--- config.mk ---
export PLATFORM = sky130hd
export DESIGN_NAME = lcd_writer
export DESIGN_NICKNAME = d
export VERILOG_FILES = /design/src/rtl/lcd_writer.sv
export SDC_FILE = /design/constraint.sdc
export NUM_CORES = 1
export LEC_CHECK = 0
export CAP_MARGIN = 5
export CORE_ASPECT_RATIO = 0.7
export CORE_MARGIN = 2
export CORE_UTILIZATION = 50
export CTS_CLUSTER_DIAMETER = 50
export CTS_CLUSTER_SIZE = 8
export DETAILED_ROUTE_END_ITERATION = 10
export GPL_ROUTABILITY_DRIVEN = 0
export PLACE_DENSITY = 0.73
export SLEW_MARGIN = 5
export SYNTH_ARGS = -nofsm -noshare
export SYNTH_HDL_FRONTEND = slang
export SYNTH_SLANG_ARGS = --single-unit
--- constraint.sdc ---
create_clock -name clk -period 2.07 [get_ports clk]
set_input_delay 0.207 -clock clk [delete_from_list [all_inputs] [get_ports clk]]
set_output_delay 0.207 -clock clk [all_outputs]
set_load 0.03 [all_outputs]
--- src/rtl/lcd_writer.sv ---
// HD44780-style 8-bit write-only LCD driver: self-runs power-up init, then writes handshaked bytes.
// Latency: byte on bus one cycle after accept; EN pulse after SETUP_CYC; ready again after the execution wait.
// Backpressure: in_ready is high only in IDLE; a held in_valid is taken on the first IDLE cycle.
//
// Ports: clk/rst_n (synchronous active-low reset); in_valid/in_rs/in_data/in_ready byte handshake;
// init_done sticky after the init sequence; LCD_DATA/LCD_RS/LCD_RW/LCD_EN drive the panel.
// Optional macro LCD_WRITER_AUTOWRAP_EN: track the 16x2 cursor column and insert line-change commands.
module lcd_writer #(
    parameter int PWRUP_CYC      = 750000,
    parameter int SETUP_CYC      = 2,
    parameter int EN_HIGH_CYC    = 12,
    parameter int CMD_WAIT_CYC   = 2000,
    parameter int CLEAR_WAIT_CYC = 82000
) (
    input  logic       clk,
    input  logic       rst_n,
    input  logic       in_valid,
    input  logic       in_rs,
    input  logic [7:0] in_data,
    output logic       in_ready,
    output logic       init_done,
    output logic [7:0] LCD_DATA,
    output logic       LCD_RS,
    output logic       LCD_RW,
    output logic       LCD_EN
);

    // Zero-length phases are stretched to one cycle so every state is visited.
    localparam int PWR_N = (PWRUP_CYC      < 1) ? 1 : PWRUP_CYC;
    localparam int SET_N = (SETUP_CYC      < 1) ? 1 : SETUP_CYC;
    localparam int ENH_N = (EN_HIGH_CYC    < 1) ? 1 : EN_HIGH_CYC;
    localparam int CMD_N = (CMD_WAIT_CYC   < 1) ? 1 : CMD_WAIT_CYC;
    localparam int CLR_N = (CLEAR_WAIT_CYC < 1) ? 1 : CLEAR_WAIT_CYC;

    localparam int MAX_A = (PWR_N > SET_N) ? PWR_N : SET_N;
    localparam int MAX_B = (ENH_N > CMD_N) ? ENH_N : CMD_N;
    localparam int MAX_C = (MAX_A > MAX_B) ? MAX_A : MAX_B;
    localparam int MAX_N = (MAX_C > CLR_N) ? MAX_C : CLR_N;
    localparam int CNT_W = $clog2(MAX_N + 1);

    localparam logic [CNT_W-1:0] PWR_LAST = CNT_W'(PWR_N - 1);
    localparam logic [CNT_W-1:0] SET_LAST = CNT_W'(SET_N - 1);
    localparam logic [CNT_W-1:0] ENH_LAST = CNT_W'(ENH_N - 1);
    localparam logic [CNT_W-1:0] CMD_LAST = CNT_W'(CMD_N - 1);
    localparam logic [CNT_W-1:0] CLR_LAST = CNT_W'(CLR_N - 1);

    localparam logic [2:0] S_PWR_WAIT  = 3'd0;
    localparam logic [2:0] S_INIT      = 3'd1;
    localparam logic [2:0] S_SETUP     = 3'd2;
    localparam logic [2:0] S_EN_HIGH   = 3'd3;
    localparam logic [2:0] S_HOLD_WAIT = 3'd4;
    localparam logic [2:0] S_IDLE      = 3'd5;

    logic [2:0]       state;
    logic [CNT_W-1:0] cnt;
    logic [2:0]       init_idx;
    logic             slow_cmd;
    logic [CNT_W-1:0] hold_last;

`ifdef LCD_WRITER_AUTOWRAP_EN
    logic [5:0] col;
    logic       pend_vld;   // a character is parked behind an inserted line-change command
    logic [7:0] pend_dat;
`endif

    function automatic logic [7:0] init_rom(input logic [2:0] idx);
        case (idx)
            3'd0:    init_rom = 8'h38;
            3'd1:    init_rom = 8'h38;
            3'd2:    init_rom = 8'h0C;
            3'd3:    init_rom = 8'h01;
            default: init_rom = 8'h06;
        endcase
    endfunction

    // Clear / return-home commands need the long execution wait; the bus regs hold the byte in flight.
    assign slow_cmd  = !LCD_RS && (LCD_DATA == 8'h01 || LCD_DATA == 8'h02 || LCD_DATA == 8'h03);
    assign hold_last = slow_cmd ? CLR_LAST : CMD_LAST;
    assign in_ready  = (state == S_IDLE);
    assign LCD_RW    = 1'b0;

    always_ff @(posedge clk) begin
        if (!rst_n) begin
            state     <= S_PWR_WAIT;
            cnt       <= '0;
            init_idx  <= '0;
            init_done <= 1'b0;
            LCD_DATA  <= 8'h00;
            LCD_RS    <= 1'b0;
            LCD_EN    <= 1'b0;
`ifdef LCD_WRITER_AUTOWRAP_EN
            col       <= '0;
            pend_vld  <= 1'b0;
            pend_dat  <= 8'h00;
`endif
        end else begin
            case (state)
                S_PWR_WAIT: begin
                    if (cnt == PWR_LAST) begin
                        cnt   <= '0;
                        state <= S_INIT;
                    end else begin
                        cnt <= cnt + CNT_W'(1);
                    end
                end
                S_INIT: begin
                    LCD_DATA <= init_rom(init_idx);
                    LCD_RS   <= 1'b0;
                    cnt      <= '0;
                    state    <= S_SETUP;
                end
                S_SETUP: begin
                    if (cnt == SET_LAST) begin
                        cnt    <= '0;
                        LCD_EN <= 1'b1;
                        state  <= S_EN_HIGH;
                    end else begin
                        cnt <= cnt + CNT_W'(1);
                    end
                end
                S_EN_HIGH: begin
                    if (cnt == ENH_LAST) begin
                        cnt    <= '0;
                        LCD_EN <= 1'b0;
                        state  <= S_HOLD_WAIT;
                    end else begin
                        cnt <= cnt + CNT_W'(1);
                    end
                end
                S_HOLD_WAIT: begin
                    if (cnt == hold_last) begin
                        cnt <= '0;
                        if (!init_done) begin
                            if (init_idx == 3'd4) begin
                                init_done <= 1'b1;
                                state     <= S_IDLE;
                            end else begin
                                init_idx <= init_idx + 3'd1;
                                state    <= S_INIT;
                            end
                        end
`ifdef LCD_WRITER_AUTOWRAP_EN
                        else if (pend_vld) begin
                            // Line change done; write the parked character without visiting IDLE.
                            LCD_DATA <= pend_dat;
                            LCD_RS   <= 1'b1;
                            pend_vld <= 1'b0;
                            state    <= S_SETUP;
                        end
`endif
                        else begin
                            state <= S_IDLE;
                        end
                    end else begin
                        cnt <= cnt + CNT_W'(1);
                    end
                end
                S_IDLE: begin
                    if (in_valid) begin
                        cnt   <= '0;
                        state <= S_SETUP;
`ifdef LCD_WRITER_AUTOWRAP_EN
                        if (in_rs && (col == 6'd16 || col == 6'd32)) begin
                            // End of a line: move the cursor first, the character follows.
                            LCD_DATA <= (col == 6'd16) ? 8'hC0 : 8'h80;
                            LCD_RS   <= 1'b0;
                            pend_vld <= 1'b1;
                            pend_dat <= in_data;
                            col      <= (col == 6'd16) ? 6'd17 : 6'd1;
                        end else begin
                            LCD_DATA <= in_data;
                            LCD_RS   <= in_rs;
                            if (in_rs)
                                col <= col + 6'd1;
                            else if (in_data == 8'h01 || in_data == 8'h02)
                                col <= '0;
                            else if (in_data[7])
                                col <= {1'b0, in_data[6], in_data[3:0]};
                        end
`else
                        LCD_DATA <= in_data;
                        LCD_RS   <= in_rs;
`endif
                    end
                end
                default: state <= S_PWR_WAIT;
            endcase
        end
    end

endmodule
==> flow_summary.ini, run 1 <==
[flow_run]
drv_cap = 0

[cells_and_area]
layout_common_cells = 37 x dfxtp_1, 31 x nand2_1, 28 x nor2_1
fill_cells = 341
area_growth_pct = 23.8
num-nets-final = 323
finalInstanceArea_mm2 = 0.00263
final_common_cell = dfxtp_1
layout-drive-gt1-share_pct = 15.1
diodes = 0
fin_cells = 357
final_util_pct = 65.8

[grt]
gr-usage-all-layers_pct = 24.9
first_global_vias = 1771
grt_max_degree = 18
grt_pass1_wl_um = 8880
antenna_found_initial = 0
gr-total-overflow = 0

[route]
routed_via_density = 5.93
ant_nets = 0
firstDrtPassIters = 5
drt_first_iter_violations = 192
vias = 2117
avgRoutedWirePerCell_um = 15.6
wl_um = 5570
remaining_drc_errors = 0

[setup_path]
r2r_end = cnt[2]$_SDFFE_PN0P_
reg2reg_from = cnt[0]$_SDFFE_PN0P_
r2r_cells = 8
critical_path_arrival_ns = 2.15
cp-end-kind = register
startpoint_type = register
required_ns = 2.25
cp_max_fo = 9
max_stage_delay_ns = 0.44
path_cells = ha_1 > nand3_2 > a211oi_1 > a31oi_1 > o21a_4 > buf_4 > a41oi_1 > mux2i_1
crit_slowest_cell = dfxtp_1
crit_type = reg2reg
regToRegSetupSlack_ns = 0.1

[clock_network]
clk_latency_ns = 0.29
clk_path_buf_depth = 2
cts_buffers = 5
h-tree-depth = 2
tritoncts = done
path_clk_slew_ns = 0.07
cts_sinks = 37
clockRootBuffer = clkbuf_8
cts_hold_buf = 0

[timing]
max_freq_mhz = 506
period_share_pct = 95.4
rsz0062_at_grt = yes
min_period_ns = 1.97
tns_ns = 0
hold_viol_final = 0
setup_slack_ns = 0.0952
slew_violations = 0
holdWs_ns = 0.480
fin_skew_ns = 0.00630
setup_viol = 0

[hold_path]
hold-path-endpoint = LCD_DATA[3]$_SDFFE_PN0P_
hold_depth = 2
hp-start = LCD_DATA[3]$_SDFFE_PN0P_
hp-class = reg2reg

[pwr]
peakVddDrop_mv = 0.353
p_per_area_mw_per_mm2 = 550
p_sw_mw = 0.301
leakage_nw = 0.946
switching_share_pct = 20.8
seqPwrFrac_pct = 50.2
power_mw = 1.45
power.clock.fraction_pct = 45.1
p_int_mw = 1.15
p_comb_share_pct = 4.8

[placed_design]
place_inst = 347
numPortBuffers = 23
dp_slack_ns = 0.0769
place_area_mm2 = 0.00249
hpwlAfterDp_um = 4140

[synth]
synth_warnings = 0
syn-num-nets = 285
ys_types = 54
synth_area_mm2 = 0.00212
syn_avg_cell_area_um2 = 7.98
synth_edf_count = 0
synthCells = 266
async_flop_share_pct = 0
seq_area_frac_synth_pct = 34.9
synth-seq-cells = 37
synth_ff_type = dfxtp_1

[floorplanning]
die_y_um = 58.5
core.rowCount = 19
core_mm2 = 0.00399
initial_core_util_pct = 53.1
die-area_mm2 = 0.00479
dieWidth_um = 81.9
pin_count = 25

[run_status]
outcome = completed
## what timing repair did
action                                  4_1_cts  5_1_grt
gates cloned                                  0        0
endpoints found under the hold margin         0        0
buffers inserted                              0        2
pin swaps                                     0        1
resized for setup                             1        2
endpoints found under the setup margin        1       16
## power by group through the flow
stage	logic, mW	clock network [mW]	registers, mW
after floorplan	0.0339	0	0.738
after CTS	0.0678	0.662	0.724
after global placement	0.0676	0	0.740
final	0.0688	0.652	0.725
after detailed placement	0.0671	0	0.741
after global routing	0.0738	0.695	0.725
## Yosys cell counts (2+ instances only)
library cell  instances  area [um2]
and3_1                5        31.3
o21a_1                2        15.0
clkbuf_1              6        22.5
clkinv_1              2        7.51
xnor2_1               6        52.6
o311ai_0              2        17.5
nand3_1              17        85.1
nor4_2                3        37.5
nor2b_1               2        12.5
ha_1                  7        87.6
xor2_1                6        52.6
mux2i_1               3        30.0
buf_2                 5        25.0
o31ai_1               2        15.0
a31oi_1               4        25.0
a211oi_1              2        15.0
nor3_1               16        80.1
nor4_1                3        18.8
nand2_1              31         116
o211ai_1              5        37.5
dfxtp_1              37         741
o21ai_0               9        45.0
a21oi_1              11        55.1
nand2b_1              2        12.5
a22oi_1               3        22.5
nor2_1               28         105
nand4_1              12        75.1
inv_1                 7        26.3
buf_4                 3        22.5
## flip-flops by register name (all words and copies together) (netlist names)
signal / cells
LCD_DATA: 8
LCD_RS: 1
init_idx: 3
init_done: 1
state: 3
LCD_EN: 1
cnt: 20
## final cells by class
| class | instances | area (um2) | share of cell area (%) |
|---|---|---|---|
| clock buffer | 7 | 86.3 | 3.29 |
| multi-input combinational | 205 | 1270 | 48.4 |
| inverter | 9 | 33.8 | 1.29 |
| tap | 52 | 65.1 | 2.48 |
| timing repair buffer | 46 | 400 | 15.2 |
| sequential | 37 | 741 | 28.2 |
| clock inverter | 1 | 30.0 | 1.14 |
## worst max path at each step
| stage | startpoint | end | slack, ns |
|---|---|---|---|
| 2_1_floorplan | cnt[0]$_SDFFE_PN0P_ | cnt[15]$_SDFFE_PN0P_ | 0.32 |
| 3_3_place_gp | cnt[11]$_SDFFE_PN0P_ | cnt[7]$_SDFFE_PN0P_ | 0.17 |
| 3_5_place_dp | cnt[0]$_SDFFE_PN0P_ | cnt[18]$_SDFFE_PN0P_ | 0.08 |
| 4_1_cts | cnt[0]$_SDFFE_PN0P_ | cnt[18]$_SDFFE_PN0P_ | 0.04 |
| 5_1_grt | cnt[11]$_SDFFE_PN0P_ | cnt[2]$_SDFFE_PN0P_ | -0.01 |
| 6_report | cnt[0]$_SDFFE_PN0P_ | cnt[2]$_SDFFE_PN0P_ | 0.1 |
## worst max-delay path: cells and delay by family (launching register included)
kind | cells | cell delay [ns]
muxes | 1 | 0.09
and+or+nand+nor | 1 | 0.15
AOI/OAI and AO/OA | 4 | 0.81
DFF | 1 | 0.44
adders and majority gates | 1 | 0.22
buffers and inverters | 1 | 0.14
## cells by family after synthesis
| logic type | count (synthesis) | share of synthesized area, % |
|---|---|---|
| buffers and inverters | 24 | 5.42 |
| AND/OR/NAND/NOR | 133 | 33.2 |
| adder cells (fa/ha/maj) | 7 | 4.13 |
| AO/OA/AOI/OAI | 49 | 15.8 |
| XOR/XNOR | 12 | 4.95 |
| multiplexers | 3 | 1.42 |
| flip-flops | 37 | 34.9 |
| other | 1 | 0.177 |
## routing by layer
metal  wire length (um)  global-route usage, %
met1               2850                   41.1
met2               2190                   31.0
met3                440                   5.06
met4                 87                   8.10
met5                  0                      0
(Power assumes the default switching activity.)
==> inputs of run 2 (changes only) <==
Settings changed: CTS_CLUSTER_SIZE 8 to 28, HOLD_SLACK_MARGIN from default to 0.12.
==> results of run 2 <==
Same layout as run 1: the final DEF is identical, and so are final timing and power.
==> inputs of run 3 (changes only) <==
Settings changed: CELL_PAD_IN_SITES_DETAIL_PLACEMENT from default to 0, CELL_PAD_IN_SITES_GLOBAL_PLACEMENT from default to 2, CORE_MARGIN 2 to default, CORE_UTILIZATION 50 to 33, PLACE_DENSITY 0.73 to default, PLACE_DENSITY_LB_ADDON from default to 0.1.
==> run 3 against run 2 <==
Compared with the run above: the flow now finishes with violations (DRC); design area increased by 3.3%; fmax increased by 1.3%; sequential power decreased by 0.8%; cell count increased by 9.5%; power increased by 0.85%; clock-buffer cell count unchanged; utilization decreased by 22 points; critical path type unchanged.
==> flow_summary.ini, run 3 (synthesized netlist as in run 1, its figures left out) <==
[run_status]
outcome = finished with violations
failed_checks = DRC

[floorplanning]
core_mm2 = 0.00622
core.rowCount = 24
dieWidth_um = 97.8
pin_count = 25
die-area_mm2 = 0.00676
initial_core_util_pct = 34.1
die_y_um = 69.1

[cells_and_area]
layout_common_cells = 37 x dfxtp_1, 32 x buf_4, 31 x nand2_1
final_common_cell = dfxtp_1
area_growth_pct = 27.9
num-nets-final = 331
fin_cells = 391
reg_top3 = cnt (20), LCD_DATA (8)
max_flop_register = cnt
diodes = 0
layout-drive-gt1-share_pct = 16.9
largest_reg_flops = 20

[timing]
min_period_ns = 1.95
setup_slack_ns = 0.120
setup_viol = 0
fin_skew_ns = 0.00658
rsz0062_at_grt = no
hold_viol_final = 0
slew_violations = 0
holdWs_ns = 0.482
max_freq_mhz = 513
tns_ns = 0
period_share_pct = 94.2

[route]
firstDrtPassIters = 7
avgRoutedWirePerCell_um = 15.3
routed_via_density = 5.19
remaining_drc_errors = 2
drt_first_iter_violations = 144
ant_nets = 0
vias = 2031
wl_um = 6000

[setup_path]
cp_max_fo = 11
reg2reg_from = cnt[0]$_SDFFE_PN0P_
regToRegSetupSlack_ns = 0.12
cp-end-kind = register
startpoint_type = register
required_ns = 2.26
r2r_cells = 7
critical_path_arrival_ns = 2.14
r2r_end = cnt[12]$_SDFFE_PN0P_
crit_type = reg2reg

[grt]
grt_max_degree = 22
grt_pass1_wl_um = 9790
gr-total-overflow = 0
first_global_vias = 1825
gr-usage-all-layers_pct = 18.7
antenna_found_initial = 0

[clock_network]
cts_buffers = 5
clk_latency_ns = 0.29
h-tree-depth = 2
clk_path_buf_depth = 2
clockRootBuffer = clkbuf_8
tritoncts = done
path_clk_slew_ns = 0.08
cts_sinks = 37

[hold_path]
hold_depth = 2
hp-class = reg2reg
hold-path-endpoint = LCD_DATA[3]$_SDFFE_PN0P_
hp-start = LCD_DATA[3]$_SDFFE_PN0P_

[pwr]
p_per_area_mw_per_mm2 = 537
peakVddDrop_mv = 0.281
leakage_nw = 0.987

[placed_design]
dp_slack_ns = 0.141
place_inst = 382
numPortBuffers = 23
hpwlAfterDp_um = 4690

[flow_run]
drv_cap = 0
==> run 3: cell types whose count changed in the layout (fill, tap and decap cells not counted) <==
cell      previous run  this run
nand3_1             16        17
buf_4               24        32
o311ai_0             0         1
nand3_2              2         1
o311ai_1             3         2
==> run 3: area by class of cell <==
type / count / area, um2
tap: 78 / 97.6
inverter: 9 / 33.8
clock buffer: 7 / 86.3
fill: 625 / 3500
timing repair buffer: 54 / 460
sequential: 37 / 741
clock inverter: 1 / 30.0
multi-input combinational: 205 / 1270
==> run 3: power by group <==
group	switching [mW]	internal, mW
logic	0.0388	0.0407
clock network	0.266	0.393
registers	0.00328	0.716
total	0.308	1.15
==> run 3: per-stage QoR <==
| step | utilization, % | area [um2] | total power, mW |
|---|---|---|---|
| finish | 43.7 | 2720 | 1.46 |
| global route | 43.7 | 2720 | 1.51 |
| CTS | 43.6 | 2710 | 1.47 |
| detailed placement | 41.7 | 2590 | 0.815 |
| global placement | 41.7 | 2590 | 0.817 |
| floorplan | - | 2120 | 0.772 |
==> run 3: what timing repair did <==
item | CTS | global route
hold buffers | 0 | 0
endpoints found under the hold margin | 0 | 0
resized for setup | 0 | 1
setup buffers | 0 | 1
setup endpoints to repair | 0 | 2
==> run 3: how the worst max path moves through the flow <==
stage,to,slack (ns),start
after floorplan,cnt[15]$_SDFFE_PN0P_,0.32,cnt[0]$_SDFFE_PN0P_
after global placement,cnt[18]$_SDFFE_PN0P_,0.16,cnt[0]$_SDFFE_PN0P_
after detailed placement,cnt[18]$_SDFFE_PN0P_,0.14,cnt[0]$_SDFFE_PN0P_
after CTS,cnt[18]$_SDFFE_PN0P_,0.11,cnt[0]$_SDFFE_PN0P_
after global routing,in_ready,0.003,state[0]$_SDFFE_PN0P_
final,cnt[12]$_SDFFE_PN0P_,0.12,cnt[0]$_SDFFE_PN0P_
==> run 3: critical path, stage by stage (launching register included) <==
cell and delay [ns]:
dfxtp_1 0.32, ha_1 0.22, nand3_1 0.22, a211oi_1 0.08, a31oi_1 0.21, o21a_4 0.24, nand3_1 0.20, o311ai_0 0.34
==> run 3: per-layer routing <==
layer | routed length, um | track usage (%) | vias to the layer above
met5 | 0 | 0 | -
met4 | 30 | 4.55 | 0
met3 | 366 | 4.56 | 2
met2 | 2140 | 21.4 | 45
met1 | 3460 | 31.9 | 940
li1 | - | - | 1044
